--- src/rtl/fx2_fifo_reader.sv ---
// Purpose: FX2LP slave-FIFO master that reads an OUT endpoint and packs bytes into 32-bit {Q,I} words.
// Latency: 2 clk from the 4th SLRD cycle to out_valid; one byte per 1+GAP_CYCLES clk at best.
// Backpressure: a full, unconsumed out register parks the FSM in DONE, so no further SLRD strobes are issued.
module fx2_fifo_reader #(
    parameter logic [1:0]  FIFO_ADDR       = 2'b00,
    parameter int          GAP_CYCLES      = 2,
    // Reset value of word_count; nonzero lets the wrap point be reached without 2^32 words.
    parameter logic [31:0] WORD_COUNT_INIT = 32'h0000_0000
) (
    input  logic        clk,
    input  logic        reset,
    input  logic        enable,
    input  logic        sync_clear,
    input  logic [7:0]  fd_in,
    input  logic        flag_empty_n,
    output logic        sloen,
    output logic        slrdn,
    output logic [1:0]  fifoadr,
    output logic [31:0] out_data,
    output logic        out_valid,
    input  logic        out_ready,
    output logic [31:0] word_count,
    output logic        busy
);

    typedef enum logic [2:0] {
        S_IDLE,
        S_OE,
        S_RD,
        S_GAP,
        S_DONE
    } state_t;

    // Gap count after a byte strobe: GAP_CYCLES idle cycles, the last of which samples the flag.
    localparam logic [3:0] GAP_LOAD_BYTE = 4'(GAP_CYCLES - 1);
    // After the last byte of a word the DONE cycle already idles the bus for one cycle,
    // so the following gap is one cycle shorter (but GAP always lasts at least one cycle).
    localparam logic [3:0] GAP_LOAD_WORD = (GAP_CYCLES > 1) ? 4'(GAP_CYCLES - 2) : 4'd0;

    state_t      state;
    logic [1:0]  byte_idx;
    logic [31:0] asm_word;
    logic [3:0]  gap_cnt;

    logic        out_free;
    logic        handshake;
    logic        load_word;

    assign fifoadr   = FIFO_ADDR;
    assign busy      = (state != S_IDLE);
    assign handshake = out_valid & out_ready;
    assign out_free  = ~out_valid | out_ready;
    // A completed word moves out only when the slot is free; sync_clear leaves the out register alone.
    assign load_word = (state == S_DONE) && out_free && !sync_clear;

    // Read sequencer: drives SLOE/SLRD, paces strobes and assembles bytes little-endian.
    always_ff @(posedge clk) begin
        if (reset) begin
            state    <= S_IDLE;
            sloen    <= 1'b1;
            slrdn    <= 1'b1;
            byte_idx <= 2'd0;
            asm_word <= 32'h0;
            gap_cnt  <= 4'd0;
        end else if (sync_clear) begin
            state    <= S_IDLE;
            sloen    <= 1'b1;
            slrdn    <= 1'b1;
            byte_idx <= 2'd0;
            asm_word <= 32'h0;
            gap_cnt  <= 4'd0;
        end else begin
            case (state)
                S_IDLE: begin
                    sloen <= 1'b1;
                    slrdn <= 1'b1;
                    // Only start a word when it can eventually be handed off.
                    if (enable && flag_empty_n && out_free) begin
                        state <= S_OE;
                        sloen <= 1'b0;
                    end
                end
                S_OE: begin
                    // Bus turnaround: FX2 starts driving FD this cycle.
                    state <= S_RD;
                    slrdn <= 1'b0;
                end
                S_RD: begin
                    asm_word[{byte_idx, 3'b000} +: 8] <= fd_in;
                    slrdn <= 1'b1;
                    if (byte_idx != 2'd3) begin
                        byte_idx <= byte_idx + 2'd1;
                        gap_cnt  <= GAP_LOAD_BYTE;
                        state    <= S_GAP;
                    end else begin
                        byte_idx <= 2'd0;
                        state    <= S_DONE;
                    end
                end
                S_GAP: begin
                    // Partial word is held here while the endpoint is empty; enable is ignored mid-word.
                    if (gap_cnt != 4'd0) begin
                        gap_cnt <= gap_cnt - 4'd1;
                    end else if (flag_empty_n) begin
                        state <= S_RD;
                        slrdn <= 1'b0;
                    end
                end
                S_DONE: begin
                    if (out_free) begin
                        if (enable && flag_empty_n) begin
                            gap_cnt <= GAP_LOAD_WORD;
                            state   <= S_GAP;
                        end else begin
                            state <= S_IDLE;
                            sloen <= 1'b1;
                        end
                    end
                end
                default: begin
                    state    <= S_IDLE;
                    sloen    <= 1'b1;
                    slrdn    <= 1'b1;
                    byte_idx <= 2'd0;
                end
            endcase
        end
    end

    // One-entry output register; a load in the handshake cycle keeps out_valid high.
    always_ff @(posedge clk) begin
        if (reset) begin
            out_valid <= 1'b0;
            out_data  <= 32'h0;
        end else if (load_word) begin
            out_valid <= 1'b1;
            out_data  <= asm_word;
        end else if (handshake) begin
            out_valid <= 1'b0;
        end
    end

    // Count of words accepted downstream, wrapping naturally at 2^32.
    always_ff @(posedge clk) begin
        if (reset) begin
            word_count <= WORD_COUNT_INIT;
        end else if (handshake) begin
            word_count <= word_count + 32'd1;
        end
    end

endmodule

--- config.mk ---
export PLATFORM = sky130hd
export DESIGN_NAME = fx2_fifo_reader
export DESIGN_NICKNAME = d
export VERILOG_FILES = /design/src/rtl/fx2_fifo_reader.sv
export SDC_FILE = /design/constraint.sdc
export NUM_CORES = 1
export LEC_CHECK = 0
export ABC_CLOCK_PERIOD_IN_PS = 4800
export CORE_MARGIN = 2
export CORE_UTILIZATION = 40
export DETAILED_ROUTE_END_ITERATION = 12
export GPL_TIMING_DRIVEN = 0
export HOLD_SLACK_MARGIN = 0.02
export PLACE_DENSITY = 0.74
export SLEW_MARGIN = 10
export SYNTH_ARGS = -nofsm -noshare
export SYNTH_HDL_FRONTEND = slang
export SYNTH_SLANG_ARGS = --single-unit
--- constraint.sdc ---
create_clock -name clk -period 4.8 [get_ports clk]
set_input_delay 0.96 -clock clk [delete_from_list [all_inputs] [get_ports clk]]
set_output_delay 0.96 -clock clk [all_outputs]
set_load 0.005 [all_outputs]
==> qor.csv, run 1 <==
metric,value,unit
ys_top_cells_by_count,"108 x dfxtp_1, 103 x nand2_1, 80 x a21oi_1",
synth_top_cells_by_area,"dfxtp_1 47%, a21oi_1 8.7%, nand2_1 8.4%",
viasPerCell,5.55,
dp_worst_setup_slack,1420,ps
critPathBufInv,3,
grt_pass1_wl,20.1,mm
ys_types,49,
crit_type,input port to flip-flop,
postCtsSetupBuffers,0,
max_slew_margin,0.296,
slew_viol_final,0,
grt_max_degree,22,
first_iter_violations,260,
ios,84,
arrival,3250,ps
crit_chain,clkdlybuf4s50_1 > nand3_2 > or4_1 > buf_2 > clkbuf_1 > o31ai_1 > a21oi_1,
synth_flop_cell,dfxtp_1,
synth_adder_area_share,0.0244,
internal-power,1290,uW
track_usage,0.195,
yosysWarnings,0,
synth-simple-area-share,0.275,
hold_buffers,0,
area_growth,28.0,%
num_vias,4463,
finalSetupViolations,0,
netlist_instances,563,
clk_pin_slew_worst_paths,80,ps
p_sw,414,uW
dr.pass1.iters,5,
ys_async_sr_fraction,0,
overflow,0,
place_hpwl,9.16,mm
grt_pass1_vias,4222,
ys_seq_area_frac,0.468,
syn_area,4620,um2
p_seq_frac,0.527,
synth_largest_area_cell,dfxtp_1,
tightest_slew,1050,ps
multiInputGateArea,2270,um2
fin_crit_sh,0.632,
critPathMaxFanout,10,
p_clk_frac,0.443,
place.gp.congestion,0.932,
p_per_area,288,nW/um2
antennaDiodeCount,0,
synth_top_family_by_area,simple AND/OR/NAND/NOR gates,
crit_family,buffers and inverters,
fin_skew,9.43,ps
antenna_found_initial,0,
synthMuxAreaShare,0.00704,
synth_most_common_cell,dfxtp_1,
port_buffers,81,
cts_tree,built,
drtAntennaViolNets,0,
cts_sinks,108,
ctsResizeCount,0,
setup_slack,1770,ps
die_area,12400,um2
synth-compound-area-share,0.165,
detail_route.wl_per_cell,15.3,um
swShare,0.243,
finalCriticalPeriod,3030,ps
finalNetCount,679,
hold_viol_final,0,
drc_errors,0,
hold_path.class,flip-flop to flip-flop,
cp.required,5020,ps
end_kind,flip-flop,
fmax,0.330,GHz
die_x,112,um
routed_wl,12.3,mm
cts_max_path_buffers,2,
n_fill_cell,1081,
core,11400,um2
drive_gt1_frac,0.0393,
clock-root-buffer,clkbuf_16,
leakagePower,0.00185,uW
irDropWorstVdd,169,uV
synth_seq_cells,108,
cts_made_buffers,9,
combPwrFrac,0.030,
fin_setup_tns,0,ps
yosysTopAreaCellShare,0.468,
synth_edf_count,0,
synth-xor-area-share,0.0189,
h-tree-depth,3,
rsz0062_at_grt,false,
status,finished clean,
critical_path.slowest_cell,clkdlybuf4s50_1,
fp.dieH,112,um
area.sequential,2160,um2
cp_slowest_stage_delay,610,ps
rows,39,
start_kind,input port,
syn_avg_cell_area,8.21,um2
initial_utilization,0.407,
drv_cap,0,
insertion_delay,350,ps
## area by class of cell
type	instances	area share
flip-flops and latches	108	0.365
multi-input cells	408	0.384
clock inverters	7	0.0125
inverters	11	0.00698
repair buffers	81	0.137
plain buffers	37	0.0254
well taps	143	0.0302
clock buffers	9	0.0381
## metal layers
| layer | GRT usage | share of wire | wire, um |
|---|---|---|---|
| met5 | 0 | 0 | 0 |
| met3 | 0.0365 | 0.066 | 809 |
| met2 | 0.336 | 0.49 | 6000 |
| met1 | 0.239 | 0.43 | 5280 |
| met4 | 0.0864 | 0.021 | 254 |
## worst min-delay path, delay by kind of cell (launching register included)
family             cells  cell delay (ps)
DFF                    1              320
and+or+nand+nor        1               50
AOI/OAI and AO/OA      1               50
## registers in the layout, summed over array words and instances (netlist names)
name / count
out_valid: 1
slrdn: 1
asm_word: 32
out_data: 32
word_count: 32
sloen: 1
gap_cnt: 4
state: 3
byte_idx: 2
## worst paths after layout
check                                   from                          end  slack (ps)  cells after the start
setup / recovery                   out_ready  word_count[29]$_SDFFE_PP0P_        1770                      7
hold / removal     asm_word[11]$_SDFFE_PP0P_    out_data[11]$_SDFFE_PP0P_         460                      2
setup reg to reg  word_count[0]$_SDFFE_PP0P_  word_count[22]$_SDFFE_PP0P_        2410                      7
hold reg to reg    asm_word[11]$_SDFFE_PP0P_    out_data[11]$_SDFFE_PP0P_         460                      2
## kinds of logic after synthesis
logic type	Yosys count
other cells	1
buf+inv	48
xor+xnor	10
simple gates	253
mux	3
compound gates	131
flops	108
fa+ha+maj	9
## power groups by stage
| stage | clock network [uW] | registers, uW | logic [uW] |
|---|---|---|---|
| 2_1_floorplan | 0 | 918 | 23.6 |
| 4_1_cts | 757 | 897 | 50.9 |
| 5_1_grt | 792 | 897 | 56.0 |
| 6_report | 753 | 897 | 51.5 |
| 3_5_place_dp | 0 | 918 | 50.9 |
| 3_3_place_gp | 0 | 918 | 50.0 |
## layout by cell type (no fill, tap or decap), types with 2 or more instances in the layout
master	synthesis	layout
inv_6	0	4
nor3_1	6	6
xor2_1	7	7
dfxtp_1	108	108
nor4_1	5	5
nor2b_1	4	4
or3_1	9	9
clkbuf_16	0	9
a31oi_1	3	3
conb_1	1	2
o31ai_1	13	13
inv_1	11	11
and2_1	4	4
or2_2	2	2
ha_1	9	9
o32ai_1	2	2
nand3_1	32	32
clkdlybuf4s50_1	0	81
nand3b_1	2	2
o21ai_0	12	12
clkbuf_1	32	32
buf_4	2	2
a22oi_1	13	13
nand2b_1	5	5
nor2_1	30	30
nand2_1	103	103
nand4_1	10	10
inv_8	0	2
buf_2	3	3
or4_1	18	18
a21oi_1	80	80
and3_1	7	7
nor3b_1	4	4
xnor2_1	3	3
nand4bb_1	3	3
and4_1	3	3
## metrics by stage
| stage | power [uW] | std cells | util | hold slack, ps | cell area (um2) |
|---|---|---|---|---|---|
| after detailed placement | 969 | 788 | 0.494 | 446 | 5620 |
| final | 1700 | 804 | 0.520 | 460 | 5920 |
| after CTS | 1710 | 804 | 0.520 | 460 | 5920 |
| after global placement | 968 | 788 | 0.494 | 443 | 5620 |
| after global routing | 1750 | 804 | 0.520 | 480 | 5920 |
| after floorplan | 941 | 564 | - | 432 | 4630 |
Note: power is estimated with default switching activity, not from simulation.
==> run 2: changes to the inputs <==
- ABC_CLOCK_PERIOD_IN_PS: 4800 -> 2860
- clock period: 4.8 -> 2.86 ns (I/O delays scaled with it)
==> results of run 2 <==
The final DEF is identical to that of run 1. Status: finished clean.
Among the figures that moved: setup slack after placement 1420 ps -> -134 ps; setup slack after layout 1770 ps -> 216 ps; register-to-register setup slack 2410 ps -> 470 ps; total power 1700 uW -> 2850 uW; worst IR drop on VDD 169 uV -> 283 uV
==> run 3: changes to the inputs <==
- DONT_BUFFER_PORTS: default -> 1
- PLACE_DENSITY: 0.74 -> 0.64
==> run 3 against run 2 <==
  * Critical path depth shrank 1
  * Die area is the same
  * Power shrank 2.0%
  * Non-clock buffer count shrank 81
  * Core utilization shrank 7.1 points
  * Final cell count shrank 10%
  * Clock power is essentially flat
  * Combinational power shrank 37%
  * Worst setup slack gained 200 ps
==> qor.csv, run 3 (synthesis gave the netlist of run 1 again) <==
metric,value,unit
fp.dieH,112,um
fin_area,5110,um2
cp.required,3130,ps
postCtsSetupBuffers,0,
ios,84,
fmax,0.409,GHz
grt_pass1_wl,18.8,mm
core,11400,um2
antennaDiodeCount,0,
cts_sinks,108,
overflow,0,
p_clk_frac,0.443,
end_kind,flip-flop,
drv_cap,0,
finalSetupViolations,0,
die_area,12400,um2
grt_max_degree,22,
dr.pass1.iters,4,
crit_top_cell,clkbuf_1,
crit_type,flip-flop to flip-flop,
critPathMaxFanout,10,
routed_wl,11.7,mm
die_x,112,um
antenna_found_initial,0,
detail_route.wl_per_cell,16.2,um
critPathBufInv,2,
max_slew_margin,0.444,
hold_path.class,input port to flip-flop,
viasPerCell,5.57,
crit_family,simple AND/OR/NAND/NOR gates,
post_dp_cell_area,4810,um2
cp-startpoint,state[1]$_SDFFE_PP0P_,
r2r_setup_slack,410,ps
p_per_area,548,nW/um2
leakagePower,0.00157,uW
slew_viol_final,0,
hold_buffers,0,
worst_r2r_endpoint,out_data[15]$_SDFFE_PP0P_,
p_seq_frac,0.538,
area_growth,10.4,%
insertion_delay,350,ps
hold_viol_final,0,
combPwrFrac,0.019,
layout_commonest_cell,dfxtp_1,
port_buffers,0,
endpoint,out_data[15]$_SDFFE_PP0P_,
grt_pass1_vias,3755,
finalNetCount,598,
drc_errors,0,
reg_top3,"asm_word: 32 flops, out_data: 32 flops, word_count: 32 flops",
drtAntennaViolNets,0,
swShare,0.235,
r2r_cells,6,
clk_pin_slew_worst_paths,80,ps
irDropWorstVdd,282,uV
arrival,2720,ps
fin_skew,6.37,ps
fin_crit_sh,0.855,
cts_max_path_buffers,2,
rsz0062_at_grt,false,
initial_utilization,0.407,
track_usage,0.188,
critical_path.slowest_cell,nor3_1,
ctsResizeCount,0,
tightest_slew,828,ps
h-tree-depth,3,
cts_made_buffers,9,
internal-power,2140,uW
finalCriticalPeriod,2450,ps
fin_setup_tns,0,ps
first_iter_violations,251,
place.gp.congestion,0.867,
status,finished clean,
crit_chain,clkbuf_1 > or3b_1 > nor3_1 > clkbuf_1 > nand2_1 > a21oi_1,
drive_gt1_frac,0.0466,
regToRegStartpoint,state[1]$_SDFFE_PP0P_,
cp_slowest_stage_delay,680,ps
layout_common_cells,"108 x dfxtp_1, 103 x nand2_1, 80 x a21oi_1",
cp_num_cells,6,
p_sw,657,uW
clock-root-buffer,clkbuf_16,
num_vias,4030,
cts_tree,built,
start_kind,flip-flop,
place_hpwl,8.57,mm
rows,39,
## run 3: changes by cell type in the layout (fill, tap and decap cells not counted)
| cell | previous run | this run |
|---|---|---|
| inv_8 | 2 | 3 |
| nor4_2 | 0 | 1 |
| clkinv_8 | 1 | 0 |
| nor4_1 | 5 | 4 |
| clkdlybuf4s50_1 | 81 | 0 |
## run 3: worst min-delay path by stage
stage	start	end	slack, ps	cells after the start
global placement	asm_word[23]$_SDFFE_PP0P_	asm_word[23]$_SDFFE_PP0P_	440	2
finish	fd_in[6]	asm_word[6]$_SDFFE_PP0P_	370	2
detailed placement	asm_word[23]$_SDFFE_PP0P_	out_data[23]$_SDFFE_PP0P_	450	2
global route	fd_in[0]	asm_word[24]$_SDFFE_PP0P_	360	2
CTS	fd_in[3]	asm_word[11]$_SDFFE_PP0P_	360	2
floorplan	asm_word[23]$_SDFFE_PP0P_	asm_word[23]$_SDFFE_PP0P_	430	2
## run 3: final cells by class
type | count | area, um2
Buffer | 37 | 150
Sequential cell | 108 | 2160
Fill cell | 1092 | 6260
Tap cell | 143 | 179
Inverter | 11 | 41.3
Clock buffer | 9 | 225
Multi-Input combinational cell | 408 | 2280
Clock inverter | 7 | 68.8
## run 3: power by group through the flow
stage	registers (uW)	clock network [uW]	logic (uW)
after floorplan	1540	0	39.6
after global placement	1540	0	54.0
after detailed placement	1540	0	54.5
after CTS	1510	1270	54.7
after global routing	1510	1330	60.8
final	1510	1240	54.1
## run 3: per-stage QoR
step           hold slack [ps]  utilization  power (uW)  std cells  setup WS [ps]
3_3_place_gp               443        0.423        1590        707            480
4_1_cts                    359        0.449        2830        723            414
6_report                   371        0.449        2800        723            414
5_1_grt                    359        0.449        2900        723            222
3_5_place_dp               445        0.423        1600        707            422
2_1_floorplan              432            -        1580        564            754
## run 3: routing by layer
layer	GRT usage	part of all wire	routed length, um	vias to the layer above
met2	0.305	0.48	5590	105
li1	-	-	-	2017
met4	0.0683	0.014	159	0
met1	0.229	0.43	5030	1896
met5	0	0	0	-
met3	0.0691	0.079	923	12
